===== config.mk =====
export PLATFORM = sky130hd
export DESIGN_NAME = frac_scan_ctrl_flat
export DESIGN_NICKNAME = d
export VERILOG_FILES = /design/src/rtl/frac_scan_ctrl_if.sv /design/src/rtl/frac_scan_ctrl.sv /design/src/flat_wrapper.sv
export SDC_FILE = /design/constraint.sdc
export NUM_CORES = 1
export LEC_CHECK = 0
export BUFFER_PORTS_ARGS = -buffer_cell sky130_fd_sc_hd__buf_2
export CAP_MARGIN = 20
export CORE_MARGIN = 10
export CORE_UTILIZATION = 55
export DETAILED_ROUTE_END_ITERATION = 7
export MAX_ROUTING_LAYER = met4
export PLACE_DENSITY = 0.82
export SYNTH_ARGS = -nofsm -noshare
export SYNTH_HDL_FRONTEND = slang
export SYNTH_SLANG_ARGS = --single-unit

===== constraint.sdc =====
create_clock -name clk -period 3.7 [get_ports clk]
set_clock_uncertainty 0.2 [all_clocks]
set_input_delay 0.37 -clock clk [delete_from_list [all_inputs] [get_ports clk]]
set_output_delay 0.37 -clock clk [all_outputs]
set_load 0.01 [all_outputs]

===== src/rtl/frac_scan_ctrl_if.sv =====
// Bus between the pixel-sweep controller, its host, the iteration engine and the frame buffer.
// The master modport is the controller's view; slave is the surrounding system's view.
interface frac_scan_ctrl_if #(
   parameter int unsigned W  = 32,
   parameter int unsigned AW = 19,
   parameter int unsigned DW = 8
);
   logic          start;
   logic          abort;
   logic [W-1:0]  x0;
   logic [W-1:0]  y0;
   logic [W-1:0]  step;
   logic [15:0]   max_it;
   logic          frac_ready;
   logic          frac_done_tick;
   logic [15:0]   iter;
   logic          frac_start;
   logic [W-1:0]  cx;
   logic [W-1:0]  cy;
   logic [15:0]   max_it_o;
   logic          wr_en;
   logic [AW-1:0] wr_addr;
   logic [DW-1:0] wr_data;
   logic          ready;
   logic          done_tick;

   modport master (
      input  start, abort, x0, y0, step, max_it, frac_ready, frac_done_tick, iter,
      output frac_start, cx, cy, max_it_o, wr_en, wr_addr, wr_data, ready, done_tick
   );

   modport slave (
      output start, abort, x0, y0, step, max_it, frac_ready, frac_done_tick, iter,
      input  frac_start, cx, cy, max_it_o, wr_en, wr_addr, wr_data, ready, done_tick
   );
endinterface


===== src/rtl/frac_scan_ctrl.sv =====
// Raster sweep of an H_RES x V_RES grid: issues one (cx,cy) per pixel to the Mandelbrot
// engine and writes the returned iteration count, mapped to a colour, to the frame buffer.
module frac_scan_ctrl #(
   parameter int unsigned W     = 32,
   parameter int unsigned M     = 4,
   parameter int unsigned H_RES = 640,
   parameter int unsigned V_RES = 480,
   parameter int unsigned AW    = 19,
   parameter int unsigned DW    = 8
) (
   input  logic clk,
   input  logic reset,
   frac_scan_ctrl_if.master bus
);
   // Qm.f needs at least one fraction bit, and the whole frame must be addressable.
   if (M >= W || (64'd1 << AW) < 64'(H_RES) * 64'(V_RES)) begin : g_bad_params
      $error("frac_scan_ctrl: inconsistent W/M/AW/H_RES/V_RES");
   end

   localparam int unsigned CW   = (H_RES > 1) ? $clog2(H_RES) : 1;
   localparam int unsigned RW   = (V_RES > 1) ? $clog2(V_RES) : 1;
   localparam int unsigned DMAX = (1 << DW) - 1;

   localparam logic [2:0] S_IDLE  = 3'd0;
   localparam logic [2:0] S_ISSUE = 3'd1;
   localparam logic [2:0] S_WAIT  = 3'd2;
   localparam logic [2:0] S_WRITE = 3'd3;
   localparam logic [2:0] S_ADV   = 3'd4;

   logic [2:0]    state;
   logic [CW-1:0] col;
   logic [RW-1:0] row;
   logic [W-1:0]  x0_q;
   logic [W-1:0]  step_q;
   logic [W-1:0]  cx_q;
   logic [W-1:0]  cy_q;
   logic [15:0]   max_it_q;
   logic          frac_start_q;
   logic          wr_en_q;
   logic          done_q;
   logic          abort_flag;
   logic [AW-1:0] wr_addr_q;
   logic [DW-1:0] wr_data_q;
   logic [AW-1:0] addr_calc;
   logic [DW-1:0] color;
   logic          last_col;
   logic          last_pix;

   assign last_col  = (col == CW'(H_RES - 1));
   assign last_pix  = last_col && (row == RW'(V_RES - 1));
   assign addr_calc = AW'(row) * AW'(H_RES) + AW'(col);

   always_comb begin
      color = '0;
      if (bus.iter >= max_it_q) begin
         color = '0;
      end else if (32'(bus.iter) > DMAX) begin
         color = '1;
      end else begin
         color = DW'(bus.iter);
      end
   end

   always_ff @(posedge clk) begin
      if (!reset) begin
         state        <= S_IDLE;
         col          <= '0;
         row          <= '0;
         x0_q         <= '0;
         step_q       <= '0;
         cx_q         <= '0;
         cy_q         <= '0;
         max_it_q     <= '0;
         frac_start_q <= 1'b0;
         wr_en_q      <= 1'b0;
         done_q       <= 1'b0;
         abort_flag   <= 1'b0;
         wr_addr_q    <= '0;
         wr_data_q    <= '0;
      end else begin
         frac_start_q <= 1'b0;
         wr_en_q      <= 1'b0;
         done_q       <= 1'b0;
         if (state != S_IDLE && bus.abort) abort_flag <= 1'b1;

         case (state)
            S_IDLE: begin
               abort_flag <= 1'b0;
               if (bus.start) begin
                  x0_q     <= bus.x0;
                  step_q   <= bus.step;
                  max_it_q <= bus.max_it;
                  cx_q     <= bus.x0;
                  cy_q     <= bus.y0;
                  col      <= '0;
                  row      <= '0;
                  state    <= S_ISSUE;
               end
            end
            S_ISSUE: begin
               if (bus.frac_ready) begin
                  frac_start_q <= 1'b1;
                  state        <= S_WAIT;
               end
            end
            S_WAIT: begin
               // The colour is registered straight from iter, so the strobe lands in WRITE.
               if (bus.frac_done_tick) begin
                  wr_en_q   <= 1'b1;
                  wr_addr_q <= addr_calc;
                  wr_data_q <= color;
                  state     <= S_WRITE;
               end
            end
            S_WRITE: begin
               state <= S_ADV;
            end
            S_ADV: begin
               if (last_col) begin
                  col  <= '0;
                  cx_q <= x0_q;
                  row  <= row + RW'(1);
                  cy_q <= cy_q - step_q;
               end else begin
                  col  <= col + CW'(1);
                  cx_q <= cx_q + step_q;
               end
               if (last_pix) begin
                  done_q     <= 1'b1;
                  abort_flag <= 1'b0;
                  state      <= S_IDLE;
               end else if (abort_flag || bus.abort) begin
                  abort_flag <= 1'b0;
                  state      <= S_IDLE;
               end else begin
                  state <= S_ISSUE;
               end
            end
            default: begin
               state <= S_IDLE;
            end
         endcase
      end
   end

   assign bus.frac_start = frac_start_q;
   assign bus.cx         = cx_q;
   assign bus.cy         = cy_q;
   assign bus.max_it_o   = max_it_q;
   assign bus.wr_en      = wr_en_q;
   assign bus.wr_addr    = wr_addr_q;
   assign bus.wr_data    = wr_data_q;
   assign bus.ready      = (state == S_IDLE);
   assign bus.done_tick  = done_q;
endmodule


===== src/flat_wrapper.sv =====
// flat-port wrapper written by rule: the top's interface ports become plain ports
module frac_scan_ctrl_flat 
#(
   parameter int unsigned W     = 32,
   parameter int unsigned M     = 4,
   parameter int unsigned H_RES = 640,
   parameter int unsigned V_RES = 480,
   parameter int unsigned AW    = 19,
   parameter int unsigned DW    = 8
)
  (clk, reset, bus_start, bus_abort, bus_x0, bus_y0, bus_step, bus_max_it, bus_frac_ready, bus_frac_done_tick, bus_iter, bus_frac_start, bus_cx, bus_cy, bus_max_it_o, bus_wr_en, bus_wr_addr, bus_wr_data, bus_ready, bus_done_tick);
  frac_scan_ctrl_if #(.W(W), .AW(AW), .DW(DW)) bus_i ();
  input  logic clk;
  input  logic reset;
  input wire logic [$bits(bus_i.start)-1:0] bus_start;
  input wire logic [$bits(bus_i.abort)-1:0] bus_abort;
  input wire logic [$bits(bus_i.x0)-1:0] bus_x0;
  input wire logic [$bits(bus_i.y0)-1:0] bus_y0;
  input wire logic [$bits(bus_i.step)-1:0] bus_step;
  input wire logic [$bits(bus_i.max_it)-1:0] bus_max_it;
  input wire logic [$bits(bus_i.frac_ready)-1:0] bus_frac_ready;
  input wire logic [$bits(bus_i.frac_done_tick)-1:0] bus_frac_done_tick;
  input wire logic [$bits(bus_i.iter)-1:0] bus_iter;
  output wire logic [$bits(bus_i.frac_start)-1:0] bus_frac_start;
  output wire logic [$bits(bus_i.cx)-1:0] bus_cx;
  output wire logic [$bits(bus_i.cy)-1:0] bus_cy;
  output wire logic [$bits(bus_i.max_it_o)-1:0] bus_max_it_o;
  output wire logic [$bits(bus_i.wr_en)-1:0] bus_wr_en;
  output wire logic [$bits(bus_i.wr_addr)-1:0] bus_wr_addr;
  output wire logic [$bits(bus_i.wr_data)-1:0] bus_wr_data;
  output wire logic [$bits(bus_i.ready)-1:0] bus_ready;
  output wire logic [$bits(bus_i.done_tick)-1:0] bus_done_tick;
  assign bus_i.start = bus_start;
  assign bus_i.abort = bus_abort;
  assign bus_i.x0 = bus_x0;
  assign bus_i.y0 = bus_y0;
  assign bus_i.step = bus_step;
  assign bus_i.max_it = bus_max_it;
  assign bus_i.frac_ready = bus_frac_ready;
  assign bus_i.frac_done_tick = bus_frac_done_tick;
  assign bus_i.iter = bus_iter;
  assign bus_frac_start = bus_i.frac_start;
  assign bus_cx = bus_i.cx;
  assign bus_cy = bus_i.cy;
  assign bus_max_it_o = bus_i.max_it_o;
  assign bus_wr_en = bus_i.wr_en;
  assign bus_wr_addr = bus_i.wr_addr;
  assign bus_wr_data = bus_i.wr_data;
  assign bus_ready = bus_i.ready;
  assign bus_done_tick = bus_i.done_tick;
  frac_scan_ctrl #(.W(W), .M(M), .H_RES(H_RES), .V_RES(V_RES), .AW(AW), .DW(DW)) u_core (.clk(clk), .reset(reset), .bus(bus_i));
endmodule

==> impl_metrics.ini <==
[run_status]
status = complete, no violations

[logic_synthesis]
yosysSeqAreaShare_pct = 32.64
synth_area_um2 = 12080
synth-async-reset-ratio_pct = 0
synth.avg_cell_area_um2 = 7.504
ys_warn_count = 0
synth_cell_type_count = 68
synth-edff-count = 0
yosys_most_used_dff = dfxtp_1
ys_ff_latch = 197
syn_nets = 1845
syn_inst = 1610

[floorplan]
start_util_pct = 55.71
die_h_um = 168.2
pin_count = 245
dieWidth_um = 168.2
core-area_um2 = 21690
die_area_um2 = 28290
rows = 54

[layout]
drive_gt1_share_pct = 16.47
nets = 2122
fillers = 1748
diodes = 0
multiInputGateArea_um2 = 7566
area_growth_syn_to_layout_pct = 23.41
fin_util_pct = 68.74
final_common_cell = nand2_1
seq_area_um2 = 3944
final_cell_mix = 323 x nand2_1, 244 x buf_2, 197 x dfxtp_1

[global_routing]
grt_usage_pct = 28.02
grt_pass1_vias = 12520
grt_max_degree = 78
grt_overflow = 0
antenna_found_initial = 0
grt_pass1_wl_um = 64120

[critical_path]
crit_path_top_delay_cell = fa_1
cp-start-kind = flip-flop
cpLargestDelayFamily = compound AO/OA/AOI/OAI gates
cp-startpoint = u_core.step_q[0]
critical_path_class = flip-flop to flip-flop
ff2ff_setup_slack_ps = 240
reg2reg_depth = 11
r2r_start = u_core.step_q[0]
cp-end-kind = flip-flop
slowest_delay_ps = 430
cp_data_required_time_ps = 3840
path_max_fanout = 7
crit_buf_inv = 1
cp_cell_sequence = ha_1 -> inv_1 -> fa_1 -> a211oi_2 -> o211ai_1 -> a31oi_1 -> a31oi_2 -> a41o_1 -> a21oi_1 -> xnor2_1 -> a2111oi_2
arrival_ps = 3600
r2r_end = u_core.bus.cy[24]

[power_and_ir_drop]
p_clk_share_pct = 31.0
seq_power_share_pct = 39.3
power.leakage_nw = 6.510
power_density_nw_per_um2 = 411.1
intPower_mw = 3.936
power.total_mw = 6.129
ir_drop_v = 0.0002836
p_switching_mw = 2.193
combPwrFrac_pct = 29.7
swShare_pct = 35.78

[drt]
via_per_inst = 5.978
postRouteAntennaNets = 0
first_pass_iters = 6
wl_um = 40560
drt_iter0_drc = 1172
vias = 13030
wl_per_cell_um = 18.60
drc_errors = 0

[place]
gp_congestion = 0.9626
portBuffers = 244
hpwl_um = 28730

[timing]
final-setup-viol-count = 0
drv_slew = 0
period_minus_slack_ps = 3459
rsz0062_at_grt = false
report.final.hold_viol_count = 0
setup_tns_ps = 0
max_freq_ghz = 0.2891
post-route-period-util_pct = 93.49
max_slew_margin_pct = 28.23
worstMarginPinSlew_ps = 1077
holdWs_ps = 13.28

[clock_network]
clk_pin_slew_ps = 80
clk_latency_ps = 450
cts_sinks = 197
post_cts_buffers = 0
cts_max_level = 4
root_buffer = clkbuf_16
numCtsBuffers = 17
cts_tree = yes
clock_path_buffers = 2

[min_path]
hold_start = bus_step[2]
min_path_cells = 3
hold_class = primary input to flip-flop
holdPathEnd = u_core.step_q[2]

[job]
drv_cap = 0
==> kinds of logic (layout without fill, tap and decap cells) <==
family	after synthesis	after routing	synth area share (%)
muxes	6	6	0.4971
DFF	197	197	32.64
AOI/OAI and AO/OA	507	507	25.62
and+or+nand+nor	583	583	21.17
adders and majority gates	101	101	10.71
xor gates and xnor gates	62	62	4.495
buffers and inverters	154	444	4.867
==> final cells by class <==
| type | count | share of cell area [%] |
|---|---|---|
| clock buffers | 17 | 2.853 |
| inverters | 68 | 1.729 |
| well taps | 280 | 2.350 |
| repair buffers | 344 | 14.67 |
| flip-flops and latches | 197 | 26.45 |
| clock inverters | 15 | 1.200 |
| multi-input cells | 1259 | 50.75 |
==> per-layer routing <==
layer / routed length [um] / vias to the layer above / GRT usage (%)
li1: - / 6256 / -
met1: 16420 / 6082 / 32.52
met2: 19450 / 566 / 45.44
met3: 2761 / 128 / 5.448
met4: 1926 / 0 / 14.19
met5: 0 / - / -
==> power groups by stage <==
stage	logic (mW)	registers, mW	clock network, mW
after floorplan	1.18	2.45	0
after global placement	1.66	2.44	0
after detailed placement	1.70	2.45	0
after CTS	1.78	2.40	1.90
after global routing	2.00	2.43	1.99
final	1.82	2.41	1.90
==> stage by stage <==
| stage | instance area [um^2] | worst slack [ps] | instances |
|---|---|---|---|
| after global placement | 13490 | 454.8 | 2067 |
| after detailed placement | 13490 | 281.5 | 2067 |
| after floorplan | 12080 | 710.5 | 1610 |
| final | 14910 | 240.9 | 2180 |
| after CTS | 14900 | 276.0 | 2179 |
| after global routing | 14910 | 8.485 | 2180 |
==> synth_stat cells, drive strengths merged (11+ instances only) <==
library cell    n  area share [%]
dfxtp         197              33
a21oi         180             7.5
and3           15            0.78
buf            14            0.52
a311oi         15             1.1
clkbuf         72             2.2
o21bai         11            0.68
a31oi          38             2.1
nand3          33             1.4
a211oi         23             1.5
nor3           22            0.91
o211ai         19             1.2
o21ai         125             5.2
inv            68             2.1
nand2         323              10
xnor2          39             2.8
nor2          110             3.4
a21o           30             1.9
xor2           23             1.7
ha             97              10
==> how the worst max path moves through the flow <==
stage | end | slack [ps] | cells after the start
finish | u_core.bus.cy[24] | 240 | 11
global route | u_core.bus.cy[28] | 8 | 11
CTS | u_core.bus.cy[28] | 280 | 11
detailed placement | u_core.bus.cy[28] | 280 | 11
global placement | u_core.bus.cy[28] | 450 | 11
floorplan | u_core.bus.cy[28] | 710 | 12
==> sequential cells by signal (all words and copies together), names as in the netlist, 8 cells and up <==
signal	flops
u_core.bus.wr_addr	19
u_core.bus.max_it_o	16
u_core.row	9
u_core.bus.cx	32
u_core.step_q	32
u_core.bus.cy	32
u_core.x0_q	32
u_core.bus.wr_data	8
u_core.col	10
==> tightest hold or removal path: cells and delay by family <==
family / cells / cell delay, ps
simple gates: 1 / 80
buf+inv: 1 / 100
compound gates: 1 / 60
==> timing repair <==
| action | 4_1_cts | 5_1_grt |
|---|---|---|
| endpoints found under the setup margin | 0 | 1 |
| hold buffers | 80 | 1 |
| gates resized for setup | 0 | 1 |
| hold endpoints to repair | 80 | 1 |
(Power assumes the default switching activity.)
